--- config.mk ---
export PLATFORM = sky130hd
export DESIGN_NAME = cond_eval_unit
export DESIGN_NICKNAME = d
export VERILOG_FILES = /design/src/rtl/cond_eval_unit.sv
export SDC_FILE = /design/constraint.sdc
export NUM_CORES = 1
export LEC_CHECK = 0
export ABC_AREA = 0
export ABC_CLOCK_PERIOD_IN_PS = 2110
export CAP_MARGIN = 10
export CORE_MARGIN = 2
export CORE_UTILIZATION = 50
export DETAILED_ROUTE_END_ITERATION = 8
export DONT_BUFFER_PORTS = 1
export PLACE_DENSITY = 0.62
export REMOVE_ABC_BUFFERS = 1
export SYNTH_ARGS = -nofsm -noshare
export SYNTH_HDL_FRONTEND = slang
export SYNTH_SLANG_ARGS = --single-unit
--- constraint.sdc ---
create_clock -name clk -period 2.11 [get_ports clk]
set_clock_uncertainty 0.1 [all_clocks]
set_input_delay 0.5275 -clock clk [delete_from_list [all_inputs] [get_ports clk]]
set_output_delay 0.5275 -clock clk [all_outputs]
set_load 0.05 [all_outputs]
--- src/rtl/cond_eval_unit.sv ---
// Condition-evaluation stage: NZCV flag register with masked writes, per-channel
// condition-code evaluation and a one-deep registered valid/ready output stage.
module cond_eval_unit #(
    parameter int unsigned NCH      = 2,
    parameter int unsigned TAG_W    = 4,
    parameter bit          BYPASS   = 1'b1,
    parameter logic [3:0]  FLAG_RST = 4'b0000
) (
    input  logic               clk,
    input  logic               rst_n,
    input  logic               flag_we,
    input  logic [3:0]         flag_mask,
    input  logic [3:0]         flag_in,
    output logic [3:0]         flags,
    input  logic               in_valid,
    output logic               in_ready,
    input  logic [4*NCH-1:0]   in_cc,
    input  logic [TAG_W-1:0]   in_tag,
    output logic               out_valid,
    input  logic               out_ready,
    output logic [NCH-1:0]     out_cond,
    output logic [TAG_W-1:0]   out_tag
);

    logic [3:0]       flags_q, flags_d;
    logic [3:0]       flags_merged;
    logic [3:0]       eff;
    logic             out_valid_q, out_valid_d;
    logic [NCH-1:0]   out_cond_q, out_cond_d;
    logic [TAG_W-1:0] out_tag_q, out_tag_d;
    logic             accept;
    logic [NCH-1:0]   cond_eval;

    function automatic logic eval_cc(input logic [3:0] cc, input logic [3:0] f);
        logic n, z, c, v;
        logic r;
        {n, z, c, v} = f;
        unique case (cc)
            4'd0:    r = z;
            4'd1:    r = !z;
            4'd2:    r = c;
            4'd3:    r = !c;
            4'd4:    r = n;
            4'd5:    r = !n;
            4'd6:    r = v;
            4'd7:    r = !v;
            4'd8:    r = c & !z;
            4'd9:    r = !c | z;
            4'd10:   r = (n == v);
            4'd11:   r = (n != v);
            4'd12:   r = !z & (n == v);
            4'd13:   r = z | (n != v);
            4'd14:   r = 1'b1;
            default: r = 1'b0;
        endcase
        return r;
    endfunction

    always_comb begin
        flags_merged = (flags_q & ~flag_mask) | (flag_in & flag_mask);
        flags_d      = flag_we ? flags_merged : flags_q;
        // With bypass, a request in the write cycle already sees the merged flags.
        eff          = (BYPASS && flag_we) ? flags_merged : flags_q;
    end

    always_comb begin
        cond_eval = '0;
        for (int i = 0; i < int'(NCH); i++) begin
            cond_eval[i] = eval_cc(in_cc[4*i +: 4], eff);
        end
    end

    assign in_ready = !out_valid_q | out_ready;
    assign accept   = in_valid & in_ready;

    always_comb begin
        out_valid_d = out_valid_q;
        out_cond_d  = out_cond_q;
        out_tag_d   = out_tag_q;
        if (accept) begin
            out_valid_d = 1'b1;
            out_cond_d  = cond_eval;
            out_tag_d   = in_tag;
        end else if (out_ready) begin
            out_valid_d = 1'b0;
        end
    end

    always_ff @(posedge clk or negedge rst_n) begin
        if (!rst_n) begin
            flags_q     <= FLAG_RST;
            out_valid_q <= 1'b0;
            out_cond_q  <= '0;
            out_tag_q   <= '0;
        end else begin
            flags_q     <= flags_d;
            out_valid_q <= out_valid_d;
            out_cond_q  <= out_cond_d;
            out_tag_q   <= out_tag_d;
        end
    end

    assign flags     = flags_q;
    assign out_valid = out_valid_q;
    assign out_cond  = out_cond_q;
    assign out_tag   = out_tag_q;

endmodule

# == Word level (Yosys, flattened, before mapping) ==
# Index checks and enable logic that the tools add are counted.
# op_classes
eq_ne,30
n_mux,5
bitwise,10
n_reduce_logical,8
# op_table
op,n
"== test 4 bit, second input constant",14
"== test 4 x 3 -> 1 bit, second input constant",8
case mux 1 bit (15 select lines),2
"== test 4 x 2 -> 1 bit, second input constant",4
bitwise AND 4 bit,2
"== test 4 x 1 -> 1 bit, second input constant",2
logical NOT 4 bit,2
logical NOT 1 bit,5
2-to-1 mux 4 bit,1
inverter 4 bit,1
OR 4 bit,1
bitwise AND 1 bit,3
OR 1 bit,3
2-to-1 mux 1 bit,2
nonzero test 2 bit,1
== test 1 bit,1
!= test 1 bit,1
# totals
regBits,11
input_bits,25
out_inout_bits,12
elab_cells,57

# == Longest topological paths before layout ==
# Gate-level depths: netlist of the first run.
# logic_depth
ltp_word,7
mapped_depth,8
ltp_nobuf,7

# == Least setup slack after synthesis of the first run ==
# No wires, ideal clock.
# synth_timing
path_type,register -> register
from,"register flags_q[2], in the netlist flags[2]"
to,"register out_cond_q[1], in the netlist out_cond[1]"
setup_time_ps,134
t_arrival_ps,1822
required_time_ps,1876
path_slack_ps,54
stages_incl_launch_ff,7
path_buffers,0
synth_period_minus_slack_ps,2056
cell_sequence,dfrtp_1 > a21bo_2 > and3_1 > o21ai_0 > or3b_1 > a211oi_1 > o31ai_1
# synth_between
elab_chain_cells,6
elab_cells_between_ends,9
classes_between,mux: 2; bitwise: 6; reduce/logical: 1
# synth_lines
item,line_no,text
from (decl),25,"logic [3:0] flags_q, flags_d;"
from (signal assigned),96,flags_q <= flags_d;
bitwise AND 4 bit,60,flags_merged = (flags_q & ~flag_mask) | (flag_in & flag_mask);
OR 4 bit,60,
2-to-1 mux 4 bit *,63,eff = (BYPASS && flag_we) ? flags_merged : flags_q;
logical NOT 1 bit,"40, 47, 51",
bitwise AND 1 bit (on tied branches),"51, 47",
case mux 1 bit (15 select lines) *,38,unique case (cc)
to (signal assigned),98,out_cond_q <= out_cond_d;
to (decl),29,"logic [NCH-1:0] out_cond_q, out_cond_d;"
# Mark *: on every way between the ends. The rest lies on a longest branch, timed or not.
# A chain may end at the register's enable or synchronous reset.

# == Worst setup path in the final report of the first run ==
# layout_timing
from,"register flags_q[1], in the netlist flags[1]"
to,"register out_cond_q[1], in the netlist out_cond[1]"
# layout_between
elab_chain_cells,6
elab_cells_between_ends,7
classes_between,mux: 2; bitwise: 4; reduce/logical: 1
# layout_lines
item,line_no,text
bitwise AND 4 bit,60,
OR 4 bit,60,
2-to-1 mux 4 bit *,63,
via eff[1],27,logic [3:0] eff;
logical NOT 1 bit,"42, 48",
OR 1 bit,48,4'd9: r = !c | z;
case mux 1 bit (15 select lines) *,38,
# The timed path passes the listed nets; every way through them passes the cells marked *.

==> results of run 1 <==
[sequential cells by signal, summed over array words and instances, names as in the netlist]
register and count:
out_cond 2, out_tag 4, flags 4, out_valid 1
[critical path, stage by stage, from the launching register on]
cell                       delay (ns)
sky130_fd_sc_hd__dfrtp_1         0.37
sky130_fd_sc_hd__a21boi_0        0.17
sky130_fd_sc_hd__buf_4           0.18
sky130_fd_sc_hd__or2_2           0.32
sky130_fd_sc_hd__a32oi_1         0.18
sky130_fd_sc_hd__o221ai_1        0.15
sky130_fd_sc_hd__a311oi_2        0.28
sky130_fd_sc_hd__o31ai_1         0.09
[metrics by stage]
step | area (um^2) | cells | power, mW | setup WS [ns]
6_report | 975 | 125 | 0.697 | 0.153
5_1_grt | 975 | 125 | 0.737 | 0.0315
4_1_cts | 968 | 125 | 0.700 | 0.121
3_5_place_dp | 932 | 120 | 0.554 | -0.0669
3_3_place_gp | 932 | 120 | 0.552 | -0.0478
2_1_floorplan | 851 | 95 | 0.498 | -0.0112
[final cells by class]
class                           count  area (um^2)  area share [%]
Sequential cell                    11          275            28.2
Multi-Input combinational cell     79          563            57.8
Inverter                            5         18.8            1.93
Clock buffer                        4         26.3            2.70
Timing Repair Buffer                9         70.1            7.19
Tap cell                           17         21.3            2.18
[how the worst min path moves through the flow]
| stage | from | to | slack [ns] | cells past startpoint |
|---|---|---|---|---|
| 6_report | in_valid | out_valid | 0.26 | 1 |
| 5_1_grt | in_valid | out_valid | 0.27 | 1 |
| 4_1_cts | in_valid | out_valid | 0.26 | 1 |
| 3_5_place_dp | rst_n | out_tag[3] | 0.13 | 0 |
| 3_3_place_gp | rst_n | out_tag[3] | 0.13 | 0 |
| 2_1_floorplan | rst_n | flags[0] | 0.13 | 0 |
[power by group]
part | switching, mW | internal (mW)
clock network | 0.0663 | 0.0731
logic | 0.135 | 0.0987
registers | 0.0845 | 0.239
[repair_timing]
action                                 CTS  global route
hold buffers                             1             0
setup endpoints to repair                0             1
setup buffers                            0             0
resized for setup                        0             2
endpoints found under the hold margin   11             0
[kinds of logic after synthesis]
family | count (synthesis) | synth area share, %
AND/OR/NAND/NOR | 40 | 24.8
AO/OA/AOI/OAI | 29 | 25.6
flip-flops | 11 | 31.0
buffers and inverters | 11 | 6.34
multiplexers | 7 | 8.45
XOR/XNOR | 3 | 3.80
[synth_stat cells, types with 2 or more instances]
cell	n	area [um^2]
sky130_fd_sc_hd__nand3_1	3	15.0
sky130_fd_sc_hd__nand2b_1	2	12.5
sky130_fd_sc_hd__nor2_1	2	7.51
sky130_fd_sc_hd__inv_1	5	18.8
sky130_fd_sc_hd__nor3_1	7	35.0
sky130_fd_sc_hd__nand2_1	9	33.8
sky130_fd_sc_hd__o211ai_1	2	15.0
sky130_fd_sc_hd__buf_6	2	22.5
sky130_fd_sc_hd__dfrtp_1	11	275
sky130_fd_sc_hd__or2_2	2	12.5
sky130_fd_sc_hd__mux2i_1	3	30.0
sky130_fd_sc_hd__a41oi_1	2	17.5
sky130_fd_sc_hd__and3_1	5	31.3
sky130_fd_sc_hd__o21ai_0	3	15.0
sky130_fd_sc_hd__a21oi_1	4	20.0
sky130_fd_sc_hd__o311ai_0	2	17.5
sky130_fd_sc_hd__a21boi_0	3	22.5
sky130_fd_sc_hd__mux2_2	4	45.0
sky130_fd_sc_hd__a21bo_2	2	20.0
sky130_fd_sc_hd__clkbuf_1	3	11.3
[metal layers]
layer | vias to the layer above | wire length (um)
li1 | 400 | -
met5 | - | 0
met1 | 398 | 885
met3 | 4 | 133
met2 | 29 | 1010
met4 | 0 | 28
==> results.txt, run 1 <==
The run finished with clean final reports. For the critical path required time, the log shows 2.16 ns. The post-synthesis cell type count came out at 45.

The detailed-route vias per instance was 6.65; the proportion of register bits with asynchronous set or reset after synthesis was 100%. In the global route stage, overall resource usage came out at 21.5%. The area growth from synthesis to layout is 9.72%. Counting the fill cells in the layout gives 159. The clock reaches the later pin of the worst-skew pair after 0.27 ns.

The number of enable-type register cells in the synthesized netlist was 0; the y dimension of the die was 46.2 um. The run gives 0 as the initial antenna violation count. The master cell of the clock root buffer was sky130_fd_sc_hd__clkbuf_4. Most used routing layer: met2. For the data arrival time of the worst path, the log shows 2.00 ns. Entering global routing, the biggest net connects 12 pins.

For this design the top-level I/O count stands at 37. The congestion estimate from routability-driven global placement came to 0.852. The ratio of final minimum period to clock period came out at 92.8%. Measured along the x axis, the die boundary spans 46.2 um. During synthesis, Yosys emitted a total of 0 warnings. For this design the static power due to leakage is 0.420 nW. Detailed placement ended at an HPWL of 1.60 mm. For this run, global-route usage on met2 was measured as 35.6%. After synthesis, the mean cell area works out to 8.80 um^2. Dividing the detail-routed wire length by the instance count gives 16.5 um.

The run gives 0 as the number of slew-limit violations in the final report. The worst setup path startpoint was flags[1]. Setup repair after global routing left no endpoint under its margin. Of the cells placed in the final design, the portion with a size suffix greater than 1 is 23.1%. Total clock buffers created by CTS: 3.

The DRC violation count after routing is 0, and the power density over the cells is 715 mW/mm^2. The met1 usage in global routing was 25.8%. For the via count of the first global-routing pass, the log shows 709. The worst hold margin is 0.263 ns, and the sum of overflow across all layers after global routing is 0.

The full die area was 0.00213 mm^2. The element type at the critical path start is a flop. Remaining number of nets flagged by the antenna check after routing: 0. The logs give 2 for the buffer depth of the longest clock path and 831 for the vias after detailed routing. The tools report the violation count after the first detailed-routing iteration as 15. The final sum of negative setup slack was 0 ns.

Clock-pin slew was measured on the worst setup and hold paths at 0.07 ns. The routed design has 2.06 mm of wire. Hold violation count in the final report: 0. For the final antenna diode count, the log shows 0. The worst setup path is of the reg2reg kind. Clock tree synthesis found a total of 11 sinks.

At the pin with the least slew margin, the transition time is 0.482 ns. The tool flagged a number of max-cap violations equal to 0. In this run the standard cell core region covers 0.00169 mm^2. The tools report the total number of placement rows as 15.

Subtracting the final worst setup slack from the clock period gives 1.96 ns. Setup violations remaining at the end of the flow were counted as 0. After synthesis the cells add up to 888 um^2.

The most common library cell in the layout ignoring fill and taps was sky130_fd_sc_hd__dfrtp_1. The number of H-tree branching levels was 1. The tightest min-delay check is of the in2reg type. Timing would allow up to 511 MHz. The logs give 0.15 ns for the register-to-register setup slack and 67.8% for the relative slew slack.

The pre-antenna-repair detailed-routing pass consisted of 4 iterations. The number of nets at the end of the flow was 134; the largest fanout on the critical path was 4. Once the floorplan was initialized, standard cells occupied 52.6% of the core. The tools report the register area share after synthesis as 31.0%. Among all flip-flop cells after synthesis, the most frequent one is sky130_fd_sc_hd__dfrtp_1. Leaving out fill and tap cells, the most frequent cells in the layout are sky130_fd_sc_hd__dfrtp_1, sky130_fd_sc_hd__nand2_1, sky130_fd_sc_hd__buf_4. For the worst flop-to-flop path, the logic depth is 7.

In the global route stage, met3 resource usage came out at 7.84%. The worst register-to-register path ends at out_cond[1]. Synthesis produced 101 cells.

Buffers placed on the I/O ports in this run total 0. The tools report the first-pass GRT wire length as 3.21 mm. After synthesis the netlist holds a flip-flop and latch count of 11.

Maximum vdd drop: 0.719 mV. In this run the critical register-to-register path is launched from flags[1]. The final core utilization is 57.7%. In this run the worst setup path terminates at out_cond[1].

STA classifies the critical path endpoint as a flop. TritonCTS built the clock tree.
(Power assumes the default switching activity.)
==> run 2, diff against run 1 <==
- CORE_MARGIN: 2 -> default
- SKIP_LAST_GASP: default -> 1
==> run 2 against run 1 <==
The run now ends with design-rule violations left. Final area fell by 1.5%. Global-route usage grew 0.66 points. Via count is 5.3% lower. First-iteration DRC count grew 47%. Critical path depth is 1 lower. Largest cell class unchanged.
==> results.txt, run 2 (synthesis gave the netlist of run 1 again) <==
The tools report the full die area as 0.00195 mm^2 (-8.5%). The type of element capturing the critical path is a flop. The count of cell instances traversed by the critical path works out to 6 (-1).

The via count of the first global-routing pass was 742 (+4.7%). The clock transition at the registers of the reported paths is 0.07 ns (about the same). The number of nets at the end of the flow was 133 (-0.75%); the critical path required time was 2.14 ns (-0.02 ns). Slew at the pin closest to its max-slew limit: 0.483 ns (+0.00173 ns).

The worst reg2reg path depth was 6 (-1). The tools report the element type at the critical path start as a flop. Destination of the critical timing path: out_cond[0]. The flow ran to the end, but the final reports show violations. The y dimension of the die was 44.2 um (-4.3%). Setup repair after global routing left no endpoint under its margin. The first-pass GRT wire length is 3.20 mm (-0.22%). The relative slew slack is 67.7% (-0.12 points). The run gives 0 (unchanged) as the initial antenna violation count. The dominant delay contributor by cell family on the critical path is simple AND/OR/NAND/NOR gates. For the sum of overflow across all layers after global routing, the log shows 0 (unchanged).

The number of port buffers is 0 (unchanged), and the number of sinks driven by the clock tree is 11 (unchanged). The tools report the number of H-tree branching levels as 1 (unchanged). The most common library cell in the layout ignoring fill and taps was sky130_fd_sc_hd__dfrtp_1.

Register-to-register setup slack: 0.21 ns (+0.06 ns). The total clock buffers created by CTS was 3 (unchanged); the data arrival time of the worst path was 1.93 ns (-0.07 ns). The tools report the peak clock frequency supported by timing as 526 MHz (+2.9%). The cell at the slowest stage of the critical path was sky130_fd_sc_hd__dfrtp_1.

For the core area, the log shows 0.00158 mm^2 (-6.7%). First-pass detailed-route iteration total: 6 (+2). Setup violation total in the final timing report: 0 (unchanged).

The total instance count after detailed placement came out at 118 (-1.7%). The tools report the global-route total usage across every layer as 22.2% (+0.66 points). The total setup buffers inserted after CTS is 0 (unchanged). The number of slew-limit violations in the final report is 0 (unchanged), and the hold violation count in the final report is 0 (unchanged). The worst hold path belongs to the class in2reg. The ratio of final minimum period to clock period was 90.1% (-2.6 points). The average detailed-routed wire length per instance is 15.8 um (-4.0%). The number of buffers and inverters on the critical path was 1 (unchanged).

The maximum vdd drop is 0.695 mV (-3.4%), and the count of max-cap constraint violations is 0 (unchanged). The largest fanout on the critical path was 4 (unchanged). The run gives 0 (unchanged) as the final antenna diode count. For the vias after detailed routing, the log shows 787 (-5.3%).

The HPWL after detailed placement was 1.57 mm (-2.1%). In the layout the commonest cells are sky130_fd_sc_hd__dfrtp_1, sky130_fd_sc_hd__nand2_1, sky130_fd_sc_hd__nor3_1, sky130_fd_sc_hd__buf_4. The top-level I/O count came out at 37 (unchanged). The time the final worst path needs with I/O delays and setup is 1.90 ns (-0.0556 ns). The startpoint identified for the worst register-to-register timing path is flags[3].

The terminus of the critical flop-to-flop path was out_cond[0]. The tools report the pin count of the biggest net entering global routing as 12 (unchanged). Tracing the worst setup path back leads to its startpoint at flags[3]. TritonCTS built the clock tree. The run gives 123 (-1.6%) as the count of placed standard cells in the final layout, fillers left out. The insertion delay to the later sink of the worst-skew pair was 0.26 ns (about the same); the fraction of layout instances using a drive strength above 1 was 21.5% (-1.7 points). The final weighted congestion in routability-driven placement is 0.798 (-6.3%), and the final core utilization is 60.9% (+3.2 points).

The fill cell instance count of the final layout came out at 145 (-8.8%). Violation count after the first detailed-routing iteration: 22 (+7). For the initial cell density of the core, the log shows 56.3% (+3.8 points). The signal on the critical path passes through a21boi_0 -> or2_0 -> buf_4 -> or3_1 -> a21oi_1 -> a41oi_1. The detailed-route vias per instance is 6.40 (-3.8%). The buffer depth of the longest clock path was 2 (unchanged); the largest incremental delay on the critical path was 0.38 ns (about the same). Leakage power total: 0.413 nW (-1.8%).

Die outline width: 44.2 um (-4.3%). For the DRC violation count after routing, the log shows 1 (+1). Master cell of the clock root buffer: sky130_fd_sc_hd__clkbuf_4.

The power density over the cells is 714 mW/mm^2 (about the same). The total number of placement rows is 14 (-1), and the synthesis-to-layout area growth is 8.03%. The checks that failed: design-rule violations.

The remaining number of nets flagged by the antenna check after routing came out at 0 (unchanged). The routed wire length was 1.94 mm (-5.5%). The critical path is of the reg2reg type.
==> run 2: worst min path at each step <==
stage | startpoint | to | slack (ns) | cells past startpoint
detailed placement | rst_n | out_tag[2] | 0.13 | 0
global placement | rst_n | out_tag[3] | 0.13 | 0
finish | in_valid | out_valid | 0.27 | 1
global route | in_valid | out_valid | 0.27 | 1
floorplan | rst_n | flags[0] | 0.13 | 0
CTS | in_valid | out_valid | 0.28 | 1
==> run 2: stage by stage <==
| stage | total power [mW] | instance area (um^2) | hold WS [ns] | setup slack [ns] | TNS [ns] |
|---|---|---|---|---|---|
| floorplan | 0.498 | 851 | 0.132 | -0.0112 | -0.0112 |
| CTS | 0.691 | 960 | 0.276 | 0.141 | 0 |
| global route | 0.726 | 960 | 0.275 | 0.0551 | 0 |
| global placement | 0.549 | 923 | 0.132 | 0.0322 | 0 |
| detailed placement | 0.550 | 923 | 0.132 | -0.0131 | -0.0131 |
| finish | 0.686 | 960 | 0.273 | 0.208 | 0 |
==> run 2: per-layer routing <==
layer | up-vias | track usage (%) | part of all wire [%]
li1 | 394 | - | -
met2 | 27 | 38.2 | 50
met4 | 0 | 1.82 | 0
met3 | 0 | 10.2 | 8.2
met5 | - | 0 | 0
met1 | 366 | 26.3 | 42
==> run 2: layout make-up <==
cell class / instances / area [um^2] / area share [%]
Clock buffer: 4 / 26.3 / 2.74
Inverter: 5 / 18.8 / 1.96
Multi-Input combinational cell: 79 / 557 / 58.0
Sequential cell: 11 / 275 / 28.7
Tap cell: 16 / 20.0 / 2.09
Timing Repair Buffer: 8 / 62.6 / 6.52
==> run 2: where the power goes <==
part / switching [mW] / internal [mW]
combinational: 0.132 / 0.0950
clock: 0.0626 / 0.0729
sequential: 0.0839 / 0.239
==> run 2: repair_timing <==
item / CTS / global route
endpoints found under the hold margin: 11 / 0
hold buffers: 1 / 0
gates resized for setup: 0 / 1
setup endpoints to repair: 0 / 1
==> run 2: worst reg2reg max path: stages, from the launching register on <==
cell and delay, ns:
sky130_fd_sc_hd__dfrtp_1 0.38, sky130_fd_sc_hd__a21boi_0 0.13, sky130_fd_sc_hd__or2_0 0.34, sky130_fd_sc_hd__buf_4 0.21, sky130_fd_sc_hd__or3_1 0.36, sky130_fd_sc_hd__a21oi_1 0.14
sky130_fd_sc_hd__a41oi_1 0.11
==> run 3, diff against run 2 <==
- ABC_CLOCK_PERIOD_IN_PS: 2110 -> default
==> results of run 3 <==
The final DEF is identical to that of run 2; final timing and power are the same.
